File: src/rtl/apb_uart_pkg.sv
// apb_uart_pkg: shared APB master state and request types
package apb_uart_pkg;
  localparam int APB_ADDR_WIDTH = 5;
  localparam int APB_DATA_WIDTH = 32;
  typedef enum logic [1:0] {IDLE, SETUP, ACCESS} apb_master_state_e;
  typedef struct packed {
    logic [APB_ADDR_WIDTH-1:0]   addr;
    logic                        we;
    logic [APB_DATA_WIDTH-1:0]   wdata;
    logic [APB_DATA_WIDTH/8-1:0] strb;
  } apb_req_t;
endpackage

File: src/rtl/memif_apb_master.sv
// memif_apb_master: memory-request to APB4 initiator with bounded pready wait
module memif_apb_master
  import apb_uart_pkg::*;
#(
  parameter int ADDR_WIDTH     = 5,
  parameter int DATA_WIDTH     = 32,
  parameter int TIMEOUT_CYCLES = 16
) (
  input  logic                    clk_i,
  input  logic                    srst_i,
  input  logic                    mreq_i,
  input  logic [ADDR_WIDTH-1:0]   maddr_i,
  input  logic                    mwe_i,
  input  logic [DATA_WIDTH-1:0]   mwdata_i,
  input  logic [DATA_WIDTH/8-1:0] mstrb_i,
  output logic                    mack_o,
  output logic [DATA_WIDTH-1:0]   mrdata_o,
  output logic                    mresp_o,
  output logic                    psel_o,
  output logic                    penable_o,
  output logic [ADDR_WIDTH-1:0]   paddr_o,
  output logic                    pwrite_o,
  output logic [DATA_WIDTH-1:0]   pwdata_o,
  output logic [DATA_WIDTH/8-1:0] pstrb_o,
  input  logic                    pready_i,
  input  logic [DATA_WIDTH-1:0]   prdata_i,
  input  logic                    pslverr_i
);
  localparam int SW = DATA_WIDTH / 8;
  localparam int CW = TIMEOUT_CYCLES > 0 ? $clog2(TIMEOUT_CYCLES + 1) : 1;
  typedef struct packed {
    logic [ADDR_WIDTH-1:0] addr;
    logic                  we;
    logic [DATA_WIDTH-1:0] wdata;
    logic [SW-1:0]         strb;
  } req_t;
  apb_master_state_e state, state_nx;
  req_t              req;
  logic [CW-1:0]     cnt;
  logic              cap, done, tmo;
  assign paddr_o  = req.addr;
  assign pwrite_o = req.we;
  assign pwdata_o = req.wdata;
  assign pstrb_o  = req.strb;
  always_comb begin
    cap      = state == IDLE && mreq_i && !mack_o;
    done     = state == ACCESS && pready_i;
    tmo      = state == ACCESS && !pready_i && TIMEOUT_CYCLES > 0 && cnt + CW'(1) == CW'(TIMEOUT_CYCLES);
    state_nx = cap ? SETUP : state == SETUP ? ACCESS : (done || tmo) ? IDLE : state;
  end
  always_ff @(posedge clk_i) begin
    if (srst_i) begin
      state     <= IDLE;
      req       <= '0;
      cnt       <= '0;
      psel_o    <= 1'b0;
      penable_o <= 1'b0;
      mack_o    <= 1'b0;
      mrdata_o  <= '0;
      mresp_o   <= 1'b0;
    end else begin
      state     <= state_nx;
      cnt       <= state == SETUP ? '0 : (state == ACCESS && !pready_i && cnt != '1) ? cnt + CW'(1) : cnt;
      psel_o    <= state_nx != IDLE;
      penable_o <= state_nx == ACCESS;
      mack_o    <= done || tmo;
      if (cap) begin
        req.addr  <= maddr_i;
        req.we    <= mwe_i;
        req.wdata <= mwdata_i;
        req.strb  <= mwe_i ? mstrb_i : '0;
      end
      if (done || tmo) begin
        mrdata_o <= (done && !req.we) ? prdata_i : '0;
        mresp_o  <= tmo || pslverr_i;
      end
    end
  end
endmodule

File: config.mk
export PLATFORM = sky130hd
export DESIGN_NAME = memif_apb_master
export DESIGN_NICKNAME = d
export VERILOG_FILES = /design/src/rtl/apb_uart_pkg.sv /design/src/rtl/memif_apb_master.sv
export SDC_FILE = /design/constraint.sdc
export NUM_CORES = 1
export LEC_CHECK = 0
export ABC_AREA = 1
export CAP_MARGIN = 15
export CORE_MARGIN = 1.5
export CORE_UTILIZATION = 36
export DETAILED_ROUTE_END_ITERATION = 8
export PLACE_DENSITY = 0.78
export REMOVE_ABC_BUFFERS = 1
export SLEW_MARGIN = 20
export SYNTH_ARGS = -nofsm -noshare
export SYNTH_HDL_FRONTEND = slang
export SYNTH_SLANG_ARGS = --single-unit
File: constraint.sdc
create_clock -name clk_i -period 1.5 [get_ports clk_i]
set_input_delay 0.45 -clock clk_i [delete_from_list [all_inputs] [get_ports clk_i]]
set_output_delay 0.45 -clock clk_i [all_outputs]
set_load 0.1 [all_outputs]
== Word-level counts from Yosys, hierarchy flattened ==
Cells that the tools add are included.

* Bits in registers: 85
* Bits of input ports: 79
* Word-level logic and storage cells: 37
* Output and inout port bits: 78

* Equality and inequality tests: 5
* $add $sub $neg: 1
* Reductions and logical operators: 15
* Mux-type cells: 5

{| class="wikitable"
|+ Operators with widths
! cell !! count
|-
| $mux 32 || 1
|-
| $logic_and 1x1->1 || 7
|-
| $mux 2 || 3
|-
| $add 5x1->5 const B || 1
|-
| $eq 5x5->1 const B || 1
|-
| $ne 5x5->1 const B || 1
|-
| $eq 2x2->1 const B || 2
|-
| $mux 4 || 1
|-
| $logic_not 1->1 || 3
|-
| $eq 2x1->1 const B || 1
|-
| $logic_not 2->1 || 1
|-
| $logic_or 1x1->1 || 2
|-
| $reduce_bool 2->1 || 1
|-
| $reduce_or 2->1 || 1
|}

== Depth between registers and ports, before layout ==
* Depth after elaboration: 8
* Mapped depth: 10
* Gate-level depth less buffers: 10

== Least setup slack after synthesis ==
OpenSTA, ideal clock, no wires.

* Path kind: register -> register
* Start: reg mack_o
* End: reg req (netlist bit paddr_o[0])
* Period minus slack after synthesis: 1.717 ns
* Buffers on the path: 1
* Data required time: 1.383 ns
* Cell stages (with the launch flop): 7
* Setup slack: -0.217 ns
* Data arrival time: 1.601 ns
* Setup time: 0.117 ns
* Path through: dfxtp_1 > nor2_1 > nand2_2 > inv_2 > buf_4 > nor2_1 > nor2_1

* Cells in the longest elaborated chain, start to end: 2

{| class="wikitable"
|+ RTL lines
! element !! line !! RTL
|-
| start: declaration || memif_apb_master.sv:16 || <nowiki>output logic mack_o,</nowiki>
|-
| start signal: assignment || memif_apb_master.sv:66 || <nowiki>mack_o <= done || tmo;</nowiki>
|-
| $logic_not 1->1 || memif_apb_master.sv:46 || <nowiki>cap = state == IDLE && mreq_i && !mack_o;</nowiki>
|-
| $logic_and 1x1->1 || memif_apb_master.sv:46 ||
|-
| end: declaration || memif_apb_master.sv:38 || <nowiki>req_t req;</nowiki>
|}

Every way passes these cells.
A chain may end at the register's enable or synchronous reset.

== Worst setup path after layout ==
* Start: reg cnt[0]
* End: reg mrdata_o[28]

* Cells in the longest elaborated chain, start to end: 4

{| class="wikitable"
|+ RTL lines
! element !! line !! RTL
|-
| start: declaration || memif_apb_master.sv:39 || <nowiki>logic [CW-1:0] cnt;</nowiki>
|-
| start signal: assignment || memif_apb_master.sv:63 || <nowiki>cnt <= state == SETUP ? '0 : (state == ACCESS && !pready_i && cnt != '1) ? cnt + CW'(1) : cnt;</nowiki>
|-
| $add 5x1->5 || memif_apb_master.sv:48 || <nowiki>tmo = state == ACCESS && !pready_i && TIMEOUT_CYCLES > 0 && cnt + CW'(1) == CW'(TIMEOUT_CYCLES);</nowiki>
|-
| $eq 5x5->1 || memif_apb_master.sv:48 ||
|-
| $logic_and 1x1->1 || memif_apb_master.sv:48 ||
|-
| $logic_or 1x1->1 || memif_apb_master.sv:73 || <nowiki>if (done || tmo) begin</nowiki>
|-
| end signal: assignment || memif_apb_master.sv:74 || <nowiki>mrdata_o <= (done && !req.we) ? prdata_i : '0;</nowiki>
|-
| end: declaration || memif_apb_master.sv:17 || <nowiki>output logic [DATA_WIDTH-1:0] mrdata_o,</nowiki>
|}

Every way passes these cells.

==> metrics.md <==
| Metric | Value |
|---|---|
| Post-detailed-route wirelength per cell | 14.33 um |
| FF-to-FF End | mrdata_o[28] |
| Core Area | 8636 um^2 |
| Die area | 9358 um^2 |
| Dpl hpwl | 7208 um |
| CP Class | reg2reg |
| Placer congestion estimate | 0.8284 |
| Worst path cell trace | ha_4 > nand2_2 > nor2_2 > ha_1 > nand2_1 > nor2_2 > nand3_4 > clkbuf_16 > nand3_1 > a21oi_1 |
| YS warnings | 0 |
| Post-synthesis register bit count | 85 |
| Final setup fails | 37 |
| Worst-case clock buffer depth | 2 |
| Placed Area | 5762 um^2 |
| Peak supply drop | 565.8 uV |
| IO Count | 157 |
| Pre-CTS setup slack | -0.3066 ns |
| Final Non-Filler Cells | 675 |
| Tmin final | 1.665 ns |
| NumNets Final | 644 |
| Hold Vio Cnt, Final | 0 |
| CP Capture Type | flop |
| Most common cell after layout, fill and taps aside | buf_12 |
| Vias | 3273 |
| Number of DRC markers in iteration 0 | 129 |
| H-tree levels | 3 |
| Sequential share of the synthesized area | 0.5380 |
| Drt total wl | 9670 um |
| Synth unique cells | 29 |
| Vias per cell | 4.849 |
| R2r setup slk | -0.16 ns |
| EDFF count, synth | 0 |
| Initial antenna violation count | 0 |
| Critical Path Fanout Max | 14 |
| Setup ws final | -0.1649 ns |
| F_max | 0.6006 GHz |
| Clk root buf | clkbuf_8 |
| Final worst-path cycle share | 1.110 |
| Critical Path Stages | 10 |
| Total track usage | 0.2017 |
| Critical-path cell with the highest stage delay | dfxtp_2 |
| Crit path DAT | 1.89 ns |
| Relative slew margins | 0.7880 |
| Max-slew violation count | 0 |
| Port-buffer cells | 156 |
| First-pass DRT Iterations | 4 |
| Status | finished with violations |
| RSZ-0062 raised after global routing | yes |
| Leak pwr | 2.426 nW |
| Syn_area_per_cell | 8.110 um^2 |
| Final ANT Viol Nets | 0 |
| Initial Util | 0.3663 |
| Worst path most repeated cell | nor2_2 |
| Total design power | 6.771 mW |
| Share of layout cells above drive strength 1 | 0.2769 |
| Ys async rst share | 0 |
| Clk pin slew, worst setup/hold paths | 0.08 ns |
| # rows | 34 |
| Buf+Inv Stages, Crit Path | 1 |
| Slowest stage delay, CP | 0.34 ns |
| Post-route cell area | 6161 um^2 |
| Clock Sinks | 85 |
| Total grt overflow | 0 |
| Inst Count DP | 656 |
| CTS Buf Count | 9 |
| Post-route clock skew | 0.01008 ns |
| Global-route wire length before repair | 15430 um |
| CTS tree | built |
| Start point of the critical path | cnt[0] |
| Critical path required time | 1.72 ns |
| Netlist Area Pre-Place | 3163 um^2 |
| Worst Setup Start Kind | flop |
| FF-to-FF path depth | 10 |
| CP top delay family | simple AND/OR/NAND/NOR gates |
| Least-Margin Pin Slew | 0.3157 ns |
| Most frequent cells in the layout | buf_12 (84), dfxtp_1 (83), nor2_1 (82) |
| N_diodes | 0 |
| # DRC | 0 |
| Worst reg2reg path startpoint | cnt[0] |
| Syn-to-layout area delta | 94.78% |
| Max Cap Viol | 0 |
| Predominant post-synthesis flop cell | dfxtp_1 |
| # fillers | 649 |
| Horiz. Die Dim | 96.74 um |
| Final setup TNS | -4.531 ns |
| Syn Inst Count | 390 |
| Die Ht | 96.74 um |
| Hold Path Class | reg2reg |
| Failing checks | setup timing |
| Cell area power density | 1099 nW/um^2 |
| Crit path capture | mrdata_o[28] |
| Clock latency at the later pin of the worst-skew pair | 0.34 ns |
| Pin count of the biggest net entering global routing | 40 |
| Vias in the first global route | 3247 |
==> stage by stage <==
stage,hold WS (ns),util
after floorplan,0.4827,-
after global placement,0.4925,0.6672
after detailed placement,0.5012,0.6672
after CTS,0.5104,0.7021
after global routing,0.5272,0.7134
final,0.5079,0.7134
==> area by class of cell <==
cell class | instances | area (um^2) | share of cell area
timing repair buffer | 186 | 2681 | 0.4352
sequential | 85 | 1704 | 0.2766
multi-input combinational | 268 | 1363 | 0.2212
clock buffer | 12 | 155.1 | 0.02518
tap | 108 | 135.1 | 0.02193
clock inverter | 4 | 77.57 | 0.01259
inverter | 12 | 45.04 | 0.007311
==> worst min-delay path: stages (launching register included) <==
cell,delay (ns)
dfxtp_1,0.35
nand3_2,0.08
a21oi_1,0.05
==> how the worst min path moves through the flow <==
stage | depth (start not counted) | from | to | slack [ns]
6_report | 2 | mrdata_o[16] | mrdata_o[16] | 0.51
5_1_grt | 2 | mrdata_o[16] | mrdata_o[16] | 0.53
4_1_cts | 2 | mrdata_o[10] | mrdata_o[10] | 0.51
3_5_place_dp | 2 | pstrb_o[1] | pstrb_o[1] | 0.50
3_3_place_gp | 2 | pstrb_o[0] | pstrb_o[0] | 0.49
2_1_floorplan | 2 | cnt[4] | cnt[4] | 0.48
==> synth_stat cells, types with 2 or more instances <==
| master | number | area (um^2) |
|---|---|---|
| buf_4 | 3 | 22.52 |
| buf_2 | 4 | 20.02 |
| inv_2 | 2 | 7.510 |
| o21ai_1 | 2 | 10.01 |
| nand2_1 | 50 | 187.7 |
| a21oi_1 | 40 | 200.2 |
| nor2_1 | 85 | 319.1 |
| inv_1 | 10 | 37.54 |
| nor2_4 | 2 | 22.52 |
| nand3_1 | 34 | 170.2 |
| clkbuf_1 | 10 | 37.54 |
| buf_6 | 6 | 67.56 |
| ha_1 | 3 | 37.54 |
| o21ai_0 | 40 | 200.2 |
| dfxtp_1 | 85 | 1702 |
==> power breakdown <==
part	internal [mW]	switching, mW	total, mW	leakage (nW)
logic	0.917	1.43	2.35	1.61
clock network	1.04	0.798	1.84	0.118
registers	2.41	0.165	2.58	0.697
total	4.37	2.40	6.77	2.43
==> sequential cells by signal, indices dropped and copies added (netlist names) <==
signal and flops:
paddr_o 5, mack_o 1, cnt 5, state 2, mresp_o 1, pwrite_o 1, pwdata_o 32, penable_o 1
pstrb_o 4, psel_o 1, mrdata_o 32
==> per-layer routing <==
layer  wire, um  track usage  share of wire
met3        831      0.06720          0.086
met2       4836       0.3459           0.50
met1       3920       0.2389           0.41
met4         80      0.06020         0.0083
met5          0            0              0
==> timing repair <==
action | in CTS | in global routing
resized for setup | 16 | 12
endpoints found under the setup margin | 37 | 42
hold buffers | 0 | 0
pin swaps | 3 | 3
gates cloned | 0 | 2
buffers inserted | 0 | 1
hold endpoints to repair | 0 | 0
==> kinds of logic (layout without fill, tap and decap cells) <==
| group | Yosys count | in the layout | synth area share |
|---|---|---|---|
| AO/OA/AOI/OAI | 84 | 84 | 0.1341 |
| XOR/XNOR | 1 | 1 | 0.002769 |
| adder cells (fa/ha/maj) | 3 | 3 | 0.01187 |
| buffers and inverters | 37 | 214 | 0.06369 |
| flip-flops | 85 | 85 | 0.5380 |
| AND/OR/NAND/NOR | 180 | 180 | 0.2496 |
Power figures use the tool's default switching activity.
